<file path="src/rtl/uart_pkg.sv">
// Shared UART constants, receive-record layout and small helpers.
// Latency: n/a (types and pure functions only).
// Backpressure: n/a.
package uart_pkg;

    // Receive/transmit FIFO geometry
    localparam int FIFO_DEPTH     = 16;
    localparam int FIFO_POINTER_W = 4;
    localparam int FIFO_COUNTER_W = 5;
    localparam int FIFO_REC_WIDTH = 11;
    localparam int FIFO_WIDTH     = 8;

    // Error-flag positions inside a receive record
    localparam int ERR_BREAK_IDX   = 2;
    localparam int ERR_PARITY_IDX  = 1;
    localparam int ERR_FRAMING_IDX = 0;
    localparam int ERR_W           = 3;

    typedef logic [FIFO_POINTER_W-1:0] ptr_t;
    typedef logic [FIFO_COUNTER_W-1:0] cnt_t;
    typedef logic [FIFO_REC_WIDTH-1:0] rec_bits_t;

    // Receive record: {data[7:0], break, parity_err, framing_err}
    typedef struct packed {
        logic [7:0] data;
        logic       brk;
        logic       parity_err;
        logic       framing_err;
    } rx_rec_t;

    // True when a record carries any line error.
    function automatic logic rec_has_err(input rx_rec_t rec);
        return rec.brk | rec.parity_err | rec.framing_err;
    endfunction

    // True when a slot lies inside the live window rd .. rd+cnt-1 (mod depth).
    function automatic logic slot_valid(input ptr_t slot, input ptr_t rd, input cnt_t cnt);
        ptr_t offset;
        offset = slot - rd;
        return ({1'b0, offset} < cnt);
    endfunction

endpackage

</file>
<file path="src/rtl/uart_fifo_ram.sv">
// Register-file storage for the UART FIFOs: one synchronous write, one async read.
// Latency: write visible on the read port the cycle after we_i; read is combinational.
// Backpressure: none; the caller only asserts we_i for accepted writes.
module uart_fifo_ram
    import uart_pkg::*;
#(
    parameter int WIDTH = FIFO_REC_WIDTH,
    parameter int DEPTH = FIFO_DEPTH,
    parameter int AW    = FIFO_POINTER_W
) (
    input  logic                        clk,
    input  logic                        wb_rst_i,
    input  logic                        we_i,
    input  logic [AW-1:0]               waddr_i,
    input  logic [WIDTH-1:0]            wdata_i,
    input  logic [AW-1:0]               raddr_i,
    output logic [WIDTH-1:0]            rdata_o,
    output logic [DEPTH-1:0][WIDTH-1:0] mem_o
);

    logic [DEPTH-1:0][WIDTH-1:0] mem_q;

    // Storage array; cleared by the global reset so data_out reads zero afterwards.
    always_ff @(posedge clk or posedge wb_rst_i) begin
        if (wb_rst_i) begin
            mem_q <= '0;
        end else if (we_i) begin
            mem_q[waddr_i] <= wdata_i;
        end
    end

    // Asynchronous read port and full-array view for the error scan.
    always_comb begin
        rdata_o = mem_q[raddr_i];
        mem_o   = mem_q;
    end

endmodule

</file>
<file path="src/rtl/uart_status_fifo.sv">
// 16-entry receive FIFO holding characters plus error flags, with count and sticky status.
// Latency: pushed entry reaches data_out next cycle when empty; new head appears next cycle after pop.
// Backpressure: none; push when full is dropped and flags overrun, pop when empty flags underrun.
module uart_status_fifo
    import uart_pkg::*;
(
    input  logic                      clk,
    input  logic                      wb_rst_i,
    input  logic [FIFO_REC_WIDTH-1:0] data_in,
    input  logic                      push,
    input  logic                      pop,
    input  logic                      fifo_reset,
    input  logic                      reset_status,
    output logic [FIFO_REC_WIDTH-1:0] data_out,
    output logic [FIFO_COUNTER_W-1:0] count,
    output logic                      overrun,
    output logic                      underrun,
    output logic                      error_bit
);

    ptr_t rd_ptr_q, rd_ptr_d;
    ptr_t wr_ptr_q, wr_ptr_d;
    cnt_t count_q, count_d;
    logic overrun_q, overrun_d;
    logic underrun_q, underrun_d;

    logic full, empty;
    logic push_ok, pop_ok;
    logic ovr_evt, und_evt;
    logic ram_we;
    logic err_scan;

    rec_bits_t                       ram_rdata;
    logic [FIFO_DEPTH-1:0][FIFO_REC_WIDTH-1:0] ram_mem;

    // Accept/reject decisions. A push on a full FIFO is still taken when a pop
    // frees the head in the same cycle; a pop on an empty FIFO is never taken.
    always_comb begin
        full    = (count_q == cnt_t'(FIFO_DEPTH));
        empty   = (count_q == '0);
        push_ok = push & (~full | pop);
        pop_ok  = pop & ~empty;
        ovr_evt = push & full & ~pop;
        und_evt = pop & empty & ~push;
        ram_we  = push_ok & ~fifo_reset;
    end

    // Next-state for pointers, occupancy and sticky flags; flush has top priority,
    // and a new flag event beats a same-cycle status clear.
    always_comb begin
        rd_ptr_d   = rd_ptr_q;
        wr_ptr_d   = wr_ptr_q;
        count_d    = count_q;
        overrun_d  = overrun_q;
        underrun_d = underrun_q;

        if (fifo_reset) begin
            rd_ptr_d   = '0;
            wr_ptr_d   = '0;
            count_d    = '0;
            overrun_d  = 1'b0;
            underrun_d = 1'b0;
        end else begin
            if (push_ok) begin
                wr_ptr_d = wr_ptr_q + ptr_t'(1);
            end
            if (pop_ok) begin
                rd_ptr_d = rd_ptr_q + ptr_t'(1);
            end
            case ({push_ok, pop_ok})
                2'b10:   count_d = count_q + cnt_t'(1);
                2'b01:   count_d = count_q - cnt_t'(1);
                default: count_d = count_q;
            endcase

            if (ovr_evt) begin
                overrun_d = 1'b1;
            end else if (reset_status) begin
                overrun_d = 1'b0;
            end

            if (und_evt) begin
                underrun_d = 1'b1;
            end else if (reset_status) begin
                underrun_d = 1'b0;
            end
        end
    end

    // Control and status registers.
    always_ff @(posedge clk or posedge wb_rst_i) begin
        if (wb_rst_i) begin
            rd_ptr_q   <= '0;
            wr_ptr_q   <= '0;
            count_q    <= '0;
            overrun_q  <= 1'b0;
            underrun_q <= 1'b0;
        end else begin
            rd_ptr_q   <= rd_ptr_d;
            wr_ptr_q   <= wr_ptr_d;
            count_q    <= count_d;
            overrun_q  <= overrun_d;
            underrun_q <= underrun_d;
        end
    end

    uart_fifo_ram #(
        .WIDTH (FIFO_REC_WIDTH),
        .DEPTH (FIFO_DEPTH),
        .AW    (FIFO_POINTER_W)
    ) u_ram (
        .clk      (clk),
        .wb_rst_i (wb_rst_i),
        .we_i     (ram_we),
        .waddr_i  (wr_ptr_q),
        .wdata_i  (data_in),
        .raddr_i  (rd_ptr_q),
        .rdata_o  (ram_rdata),
        .mem_o    (ram_mem)
    );

    // Error summary over the live window only; stale slots outside it are masked.
    always_comb begin
        err_scan = 1'b0;
        for (int i = 0; i < FIFO_DEPTH; i++) begin
            if (slot_valid(ptr_t'(i), rd_ptr_q, count_q) && rec_has_err(rx_rec_t'(ram_mem[i]))) begin
                err_scan = 1'b1;
            end
        end
    end

    // Outputs come straight from registered state.
    always_comb begin
        data_out  = ram_rdata;
        count     = count_q;
        overrun   = overrun_q;
        underrun  = underrun_q;
        error_bit = err_scan;
    end

endmodule

</file>
<file path="config.mk">
export PLATFORM = sky130hd
export DESIGN_NAME = uart_status_fifo
export DESIGN_NICKNAME = d
export VERILOG_FILES = /design/src/rtl/uart_pkg.sv /design/src/rtl/uart_fifo_ram.sv /design/src/rtl/uart_status_fifo.sv
export SDC_FILE = /design/constraint.sdc
export NUM_CORES = 1
export LEC_CHECK = 0
export CAP_MARGIN = 20
export CORE_ASPECT_RATIO = 0.9
export CORE_UTILIZATION = 60
export DETAILED_ROUTE_END_ITERATION = 8
export PLACE_DENSITY = 0.83
export SYNTH_ARGS = -nofsm -noshare
export SYNTH_HDL_FRONTEND = slang
export SYNTH_SLANG_ARGS = --single-unit
</file>
<file path="constraint.sdc">
create_clock -name clk -period 19.3 [get_ports clk]
set_input_delay 5.79 -clock clk [delete_from_list [all_inputs] [get_ports clk]]
set_output_delay 5.79 -clock clk [all_outputs]
set_load 0.01 [all_outputs]
</file>
==> results of run 1 <==
-- synth_stat cells (13+ instances only) --
cell type / n
a21oi_1: 23
buf_6: 17
clkbuf_1: 20
dfrtp_1: 191
ha_1: 43
inv_1: 28
mux2_2: 159
mux2_4: 18
mux4_2: 55
nor2_1: 20
nor3_1: 23
o21ai_0: 13
-- critical path: cells and delay by family, from the launching register on --
kind                     cells  cell delay, ns
flip-flops                   1            1.03
buffers and inverters        2            0.84
AO/OA/AOI/OAI                2            0.79
AND/OR/NAND/NOR              4            0.52
adder cells (fa/ha/maj)      2            0.49
XOR/XNOR                     1            0.20
-- sequential cells by signal, summed over array words and instances, names as in the netlist --
| signal | cells |
|---|---|
| wr_ptr_q | 4 |
| underrun | 1 |
| rd_ptr_q | 4 |
| overrun | 1 |
| count | 5 |
| u_ram.mem_o | 176 |
-- through the flow --
step / area, um^2 / setup WS, ns / power (mW)
after CTS: 11100 / 9.22 / 1.23
after global placement: 10500 / 9.87 / 0.882
after global routing: 11100 / 8.97 / 1.29
after floorplan: 10200 / 8.31 / 0.774
after detailed placement: 10500 / 9.67 / 0.900
final: 11100 / 9.20 / 1.23
-- metal layers --
layer / wire length (um) / vias up / global-route usage
met3: 972 / 40 / 0.0467
met1: 9760 / 3248 / 0.373
li1: - / 2675 / -
met5: 0 / - / 0
met2: 11100 / 168 / 0.444
met4: 465 / 0 / 0.103
-- power groups by stage --
| stage | combinational (mW) | sequential, mW | clock [mW] |
|---|---|---|---|
| after floorplan | 0.293 | 0.480 | 0 |
| after global placement | 0.365 | 0.517 | 0 |
| after detailed placement | 0.378 | 0.522 | 0 |
| after CTS | 0.381 | 0.515 | 0.337 |
| after global routing | 0.415 | 0.526 | 0.352 |
| final | 0.382 | 0.515 | 0.333 |
-- cell families after synthesis --
| logic type | after synthesis | synth area share |
|---|---|---|
| AOI/OAI and AO/OA | 61 | 0.0380 |
| xor gates and xnor gates | 16 | 0.0138 |
| adders and majority gates | 44 | 0.0548 |
| buffers and inverters | 76 | 0.0417 |
| DFF | 191 | 0.469 |
| muxes | 233 | 0.325 |
| and+or+nand+nor | 103 | 0.0574 |
-- final timing paths --
check,endpoint,slack (ns),depth (start not counted)
min in group asynchronous,overrun$_DFFE_PP0P_,5.91,2
min reg2reg,u_ram.mem_o[115]$_DFFE_PP0P_,0.51,1
max in group asynchronous,u_ram.mem_o[100]$_DFFE_PP0P_,12.18,4
min,u_ram.mem_o[115]$_DFFE_PP0P_,0.51,1
max reg2reg,count[4]$_DFFE_PP0P_,15.89,9
max,error_bit,9.20,11
-- final cells by class --
class | instances | area share
clock inverters | 15 | 0.0113
clock buffers | 17 | 0.0383
repair buffers | 42 | 0.0381
inverters | 30 | 0.0106
flip-flops and latches | 191 | 0.431
multi-input cells | 457 | 0.448
well taps | 207 | 0.0233
==> flow_summary.json, run 1 <==
{
  "outcome": "complete, no violations",
  "critPathMaxStageDelay_ns": 1.03,
  "die_w_um": 139,
  "clock.fmax_mhz": 99.0,
  "cts_buffers": 17,
  "fin_crit_sh": 0.523,
  "wire_per_inst_um": 23.2,
  "fillerInstances": 1084,
  "synth_fp_nets": 785,
  "netSwitchingPower_uw": 400,
  "ctsRootBufferMaster": "clkbuf_16",
  "dp_hpwl_um": 14100,
  "cp_slowest_cell": "dfrtp_1",
  "drt_first_pass_iters": 5,
  "drv_slew": 0,
  "hold_buffers": 0,
  "grt_pass1_wl_um": 36300,
  "rows": 44,
  "via_per_inst": 6.39,
  "core_um2": 16400,
  "cp.required_ns": 13.51,
  "cts.clk_slew.worst_paths_ns": 0.07,
  "dpl.cell_count": 926,
  "worstMarginPinSlew_ns": 1.03,
  "post-route-util": 0.680,
  "rsz0062_at_grt": "false",
  "p_seq_frac": 0.419,
  "setup_viol": 0,
  "port_buffers": 35,
  "grt_max_degree": 105,
  "antenna_cells": 0,
  "synth_cells": 724,
  "cp-end-kind": "output pin",
  "wirelength_um": 22300,
  "p_leak_nw": 5.07,
  "layout-drive-gt1-share": 0.399,
  "crit_type": "flip-flop to output pin",
  "antenna_found_initial": 0,
  "final_cell_mix": "189 x dfrtp_1, 159 x mux2_2, 55 x mux4_2",
  "synthTopCellsByArea": "dfrtp_1 47%, mux2_2 18%, mux4_2 12%, ha_1 5.3%, mux2_4 2.7%",
  "final.setup.tns_ns": 0,
  "power_density_nw_per_um2": 111,
  "post-synth-top-area-fraction": 0.469,
  "synth_top_area_cell": "dfrtp_1",
  "hold_viol_final": 0,
  "cts_sinks": 191,
  "fin_worst_skew_ns": 0.0107,
  "fin_nets": 800,
  "internal-power_uw": 829,
  "die-height_um": 126,
  "clock_latency_ns": 0.43,
  "fin_crit_ns": 10.10,
  "final_common_cell": "dfrtp_1",
  "ir_worst_vdd_mv": 0.0694,
  "gp_congestion": 0.904,
  "drt_iter0_drc": 448,
  "max-slew-margin-rel": 0.312,
  "grt-ovfl-total": 0,
  "power.share.switching": 0.325,
  "hp-class": "flip-flop to flip-flop",
  "cts_tree": "yes",
  "ys_async_sr_fraction": 1.00,
  "htree_levels": 4,
  "pwr-share-clk": 0.271,
  "multi_input_area_um2": 4980,
  "synth_edf_count": 0,
  "grtUsageTotal": 0.273,
  "ant_nets": 0,
  "comb_power_share": 0.311,
  "yosys_warnings": 0,
  "synth_cell_types": 52,
  "cap_viol_max_count": 0,
  "syn2layout_area_growth_pct": 9.14,
  "min_from": "u_ram.mem_o[115]$_DFFE_PP0P_",
  "synth_flop_cell": "dfrtp_1",
  "grt_pass1_vias": 6685,
  "regArea_um2": 4780,
  "ys_ff_latch": 191,
  "finalNonFillerCells": 959,
  "cts_buffer_depth": 2,
  "worst_hold_slack_ns": 0.505,
  "ys_seq_area_frac": 0.469,
  "reg2reg_from": "count[4]$_DFFE_PP0P_",
  "vias": 6131,
  "io_pins": 36,
  "initial_utilization": 0.623,
  "syn_area_um2": 10200,
  "startpoint": "rd_ptr_q[2]$_DFFE_PP0P_",
  "critPathLaunchType": "flip-flop",
  "arrival_ns": 4.31,
  "post_cts.repair.setup_buffers": 0,
  "synth.avg_cell_area_um2": 14.1,
  "fp.dieArea_um2": 17500,
  "route.detailed.drc": 0,
  "cts-resized-gates": 0,
  "crit_fanout": 19,
  "worstPathCellList": "inv_1 > ha_1 > xor2_1 > ha_1 > nor2b_1 > nor3_1 > a2111oi_0 > nand4_1 > a2111oi_0 > nand4_1 > clkdlybuf4s50_1"
}
Note: power is estimated with default switching activity, not from simulation.
==> run 2: changes to the inputs <==
==> constraint.sdc (replaced) <==
create_clock -name clk -period 10.56 [get_ports clk]
set_input_delay 3.168 -clock clk [delete_from_list [all_inputs] [get_ports clk]]
set_output_delay 3.168 -clock clk [all_outputs]
set_load 0.01 [all_outputs]
==> run 2 against run 1 <==
Via count shrank 0.86%; final cell count is the same; hold slack is essentially flat; register-to-register slack lost 8.7 ns; count of clock-buffer cells in the layout is the same.
==> flow_summary.json, run 2 (synthesis results as in run 1) <==
{
  "outcome": "complete, no violations",
  "clock_latency_ns": 0.43,
  "cts_buffer_depth": 2,
  "grt_pass1_vias": 6595,
  "power_density_nw_per_um2": 203,
  "fin_area_um2": 11100,
  "post-route-util": 0.681,
  "wire_per_inst_um": 23.3,
  "grtUsageTotal": 0.274,
  "cp-end-kind": "output pin",
  "multi_input_area_um2": 4980,
  "layout-drive-gt1-share": 0.399,
  "hold_viol_final": 0,
  "arrival_ns": 4.33,
  "fin_worst_skew_ns": 0.00858,
  "finalNonFillerCells": 959,
  "drv_slew": 0,
  "cts_buffers": 17,
  "grt_max_degree": 105,
  "clock.fmax_mhz": 133,
  "drt_first_pass_iters": 5,
  "r2r_setup_slack_ns": 7.21,
  "fin_crit_sh": 0.710,
  "reg2reg_depth": 9,
  "grt-ovfl-total": 0,
  "post_cts.repair.setup_buffers": 0,
  "ant_nets": 0,
  "worstMarginPinSlew_ns": 1.04,
  "wirelength_um": 22300,
  "reg2reg_from": "count[4]$_DFFE_PP0P_",
  "rsz0062_at_grt": "false",
  "gp_congestion": 0.904,
  "port_buffers": 35,
  "syn2layout_area_growth_pct": 9.36,
  "ctsRootBufferMaster": "clkbuf_16",
  "final_cell_mix": "189 x dfrtp_1, 159 x mux2_2, 55 x mux4_2",
  "fp.dieArea_um2": 17500,
  "cts.clk_slew.worst_paths_ns": 0.07,
  "holdPathEnd": "u_ram.mem_o[164]$_DFFE_PP0P_",
  "initial_utilization": 0.623,
  "critPathLaunchType": "flip-flop",
  "io_pins": 36,
  "ir_worst_vdd_mv": 0.119,
  "antenna_cells": 0,
  "fin_nets": 800,
  "grt_pass1_wl_um": 36100,
  "htree_levels": 4,
  "vias": 6078,
  "antenna_found_initial": 0,
  "rows": 44,
  "hold_buffers": 0,
  "largest_reg_flops": 176,
  "worstReg2RegEnd": "count[4]$_DFFE_PP0P_",
  "regArea_um2": 4780,
  "crit_fanout": 19,
  "cap_viol_max_count": 0,
  "dpl.cell_count": 926,
  "route.detailed.drc": 0,
  "fin_crit_ns": 7.50,
  "die_w_um": 139,
  "final_common_cell": "dfrtp_1",
  "p_leak_nw": 5.08,
  "cp.required_ns": 7.39,
  "hold_depth": 1,
  "dp_hpwl_um": 14100,
  "setup_viol": 0,
  "drt_iter0_drc": 425,
  "via_per_inst": 6.34,
  "cts_sinks": 191,
  "crit_type": "flip-flop to output pin",
  "hp-class": "flip-flop to flip-flop",
  "die-height_um": 126,
  "cts_tree": "yes",
  "core_um2": 16400,
  "placedInstanceArea_um2": 10500,
  "cts-resized-gates": 0,
  "fillerInstances": 1084,
  "final.setup.tns_ns": 0,
  "max-slew-margin-rel": 0.304,
  "min_from": "u_ram.mem_o[164]$_DFFE_PP0P_"
}
==> run 2: how the worst max path moves through the flow <==
stage                                 start                    to  slack [ns]
finish              rd_ptr_q[2]$_DFFE_PP0P_             error_bit        3.06
floorplan                          wb_rst_i  count[0]$_DFFE_PP0P_        2.19
detailed placement  rd_ptr_q[2]$_DFFE_PP0P_             error_bit        3.54
global route        rd_ptr_q[2]$_DFFE_PP0P_             error_bit        2.89
CTS                 rd_ptr_q[2]$_DFFE_PP0P_             error_bit        3.07
global placement    rd_ptr_q[2]$_DFFE_PP0P_             error_bit        3.75
==> run 2: cell type report <==
class,count,share of cell area
clock inverters,15,0.0133
clock buffers,17,0.0382
multi-input cells,457,0.447
well taps,207,0.0233
inverters,30,0.0106
repair buffers,42,0.0380
flip-flops and latches,191,0.430
==> run 2: report_power, final <==
group / total [mW] / internal, mW / leakage (nW) / switching (mW)
logic: 0.698 / 0.388 / 2.22 / 0.310
registers: 0.941 / 0.820 / 2.59 / 0.121
clock network: 0.627 / 0.332 / 0.274 / 0.295
==> run 2: metal layers <==
layer  global-route usage  share of wire
met5                    0              0
met4                0.108          0.028
met3               0.0586          0.044
met2                0.428           0.48
met1                0.377           0.45
==> run 2: stage by stage <==
step / hold WS (ns) / worst slack (ns) / power, mW
2_1_floorplan: 0.475 / 2.19 / 1.41
3_3_place_gp: 0.484 / 3.75 / 1.61
3_5_place_dp: 0.491 / 3.54 / 1.65
4_1_cts: 0.507 / 3.07 / 2.27
5_1_grt: 0.522 / 2.89 / 2.38
6_report: 0.505 / 3.06 / 2.27
==> run 2: critical path, cell delays in order (launching register included) <==
cell,delay (ns)
dfrtp_1,1.03
inv_1,0.35
ha_1,0.31
xor2_1,0.20
ha_1,0.18
nor2b_1,0.17
nor3_1,0.07
a2111oi_0,0.46
nand4_1,0.15
a2111oi_0,0.33
nand4_1,0.15
clkdlybuf4s50_1,0.51
==> run 3: changes to the inputs <==
==> constraint.sdc (replaced) <==
create_clock -name clk -period 7.8 [get_ports clk]
set_input_delay 2.34 -clock clk [delete_from_list [all_inputs] [get_ports clk]]
set_output_delay 2.34 -clock clk [all_outputs]
set_load 0.01 [all_outputs]
==> run 3 against run 2 <==
Critical endpoint unchanged; critical path type unchanged; sequential power increased by 30%; sequential share of layout area about the same; highest routed layer unchanged; wire length increased by 2.9%.
==> flow_summary.json, run 3 (synthesis results as in run 1) <==
{
  "outcome": "complete, no violations",
  "dp_hpwl_um": 14700,
  "io_pins": 36,
  "fillerInstances": 1056,
  "route.detailed.drc": 0,
  "antenna_cells": 0,
  "cp.required_ns": 5.46,
  "cts_buffer_depth": 2,
  "ant_nets": 0,
  "largest_reg_flops": 176,
  "crit_type": "flip-flop to output pin",
  "ctsRootBufferMaster": "clkbuf_16",
  "multi_input_area_um2": 4980,
  "fin_worst_skew_ns": 0.00888,
  "cp-end-kind": "output pin",
  "port_buffers": 35,
  "die-height_um": 126,
  "worstPathCellList": "buf_4 > ha_1 > xnor2_1 > inv_1 > ha_1 > nor2b_1 > nor3_1 > a2111oi_0 > nand4_1 > a2111oi_0 > nand4_1 > clkdlybuf4s50_1",
  "die_w_um": 139,
  "place_ws_ns": 1.99,
  "final_cell_mix": "189 x dfrtp_1, 159 x mux2_2, 55 x mux4_2",
  "critPathLaunchType": "flip-flop",
  "ir_worst_vdd_mv": 0.163,
  "grt_pass1_vias": 6651,
  "grt-ovfl-total": 0,
  "hold_viol_final": 0,
  "clock_latency_ns": 0.44,
  "fp.dieArea_um2": 17500,
  "fin_crit_sh": 0.806,
  "final.setup.tns_ns": 0,
  "p_leak_nw": 5.09,
  "hold_depth": 1,
  "clock.fmax_mhz": 159,
  "wire_per_inst_um": 23.9,
  "initial_utilization": 0.623,
  "via_per_inst": 6.43,
  "cts_sinks": 191,
  "hp-class": "flip-flop to flip-flop",
  "setup_viol": 0,
  "vias": 6178,
  "reg2reg_from": "count[4]$_DFFE_PP0P_",
  "gp_congestion": 0.926,
  "cp_slowest_cell": "dfrtp_2",
  "fin_nets": 802,
  "crit_family": "buffers and inverters",
  "post_cts.repair.setup_buffers": 0,
  "r2r_setup_slack_ns": 4.40,
  "layout-drive-gt1-share": 0.399,
  "cap_viol_max_count": 0,
  "crit_fanout": 26,
  "drt_first_pass_iters": 5,
  "grt_max_degree": 102,
  "grtUsageTotal": 0.286,
  "regArea_um2": 4780,
  "antenna_found_initial": 0,
  "rsz0062_at_grt": "false",
  "path_buf_inv": 3,
  "critPathMaxStageDelay_ns": 0.79,
  "min_from": "u_ram.mem_o[115]$_DFFE_PP0P_",
  "power_density_nw_per_um2": 279,
  "cts.clk_slew.worst_paths_ns": 0.07,
  "htree_levels": 4,
  "cts_tree": "yes",
  "grt_pass1_wl_um": 37400,
  "worstMarginPinSlew_ns": 1.06,
  "arrival_ns": 3.95,
  "dpl.cell_count": 929,
  "holdPathEnd": "u_ram.mem_o[115]$_DFFE_PP0P_",
  "reg2reg_depth": 9,
  "hold_buffers": 0,
  "cts-resized-gates": 0,
  "fin_crit_ns": 6.29,
  "fin_total_pwr_mw": 3.10,
  "final_common_cell": "dfrtp_1",
  "wirelength_um": 22900,
  "core_um2": 16400,
  "drv_slew": 0,
  "worstReg2RegEnd": "count[4]$_DFFE_PP0P_",
  "drt_iter0_drc": 503,
  "max-slew-margin-rel": 0.290,
  "cts_buffers": 17,
  "finalNonFillerCells": 961,
  "worst_slack_ns": 1.51,
  "post-route-util": 0.682,
  "syn2layout_area_growth_pct": 9.45,
  "rows": 44
}
==> run 3: area by class of cell <==
cell class | count | area share
Multi-Input combinational cell | 457 | 0.447
Sequential cell | 191 | 0.429
Clock buffer | 18 | 0.0385
Timing Repair Buffer | 44 | 0.0375
Tap cell | 207 | 0.0232
Clock inverter | 14 | 0.0141
Inverter | 30 | 0.0106
==> run 3: where the power goes <==
| group | total, mW | internal (mW) | switching, mW |
|---|---|---|---|
| logic | 1.01 | 0.528 | 0.485 |
| clock network | 0.867 | 0.478 | 0.389 |
| registers | 1.22 | 1.11 | 0.113 |
==> run 3: through the flow <==
step                hold WS, ns  cell area [um^2]
detailed placement        0.491             10600
global placement          0.484             10600
finish                    0.505             11100
CTS                       0.507             11100
global route              0.518             11100
floorplan                 0.475             10200
==> run 3: how the worst max path moves through the flow <==
stage / from / end / depth (start not counted)
after floorplan: wb_rst_i / count[0]$_DFFE_PP0P_ / 1
after CTS: rd_ptr_q[1]$_DFFE_PP0P_ / error_bit / 11
after global routing: rd_ptr_q[1]$_DFFE_PP0P_ / error_bit / 11
after global placement: rd_ptr_q[1]$_DFFE_PP0P_ / error_bit / 11
after detailed placement: rd_ptr_q[1]$_DFFE_PP0P_ / error_bit / 11
final: rd_ptr_q[1]$_DFFE_PP0P_ / error_bit / 12
==> run 3: layer usage <==
metal	wire, um	share of wire	global-route usage
met3	1230	0.053	0.0628
met1	9940	0.43	0.389
met4	538	0.023	0.0967
met5	0	0	0
met2	11200	0.49	0.459
==> run 3: worst reg2reg max path, delay by kind of cell, from the launching register on <==
kind                     cells  cell delay, ns
adder cells (fa/ha/maj)      1            0.31
buffers and inverters        1            0.52
flip-flops                   1            0.77
AND/OR/NAND/NOR              2            0.43
AO/OA/AOI/OAI                5            1.21
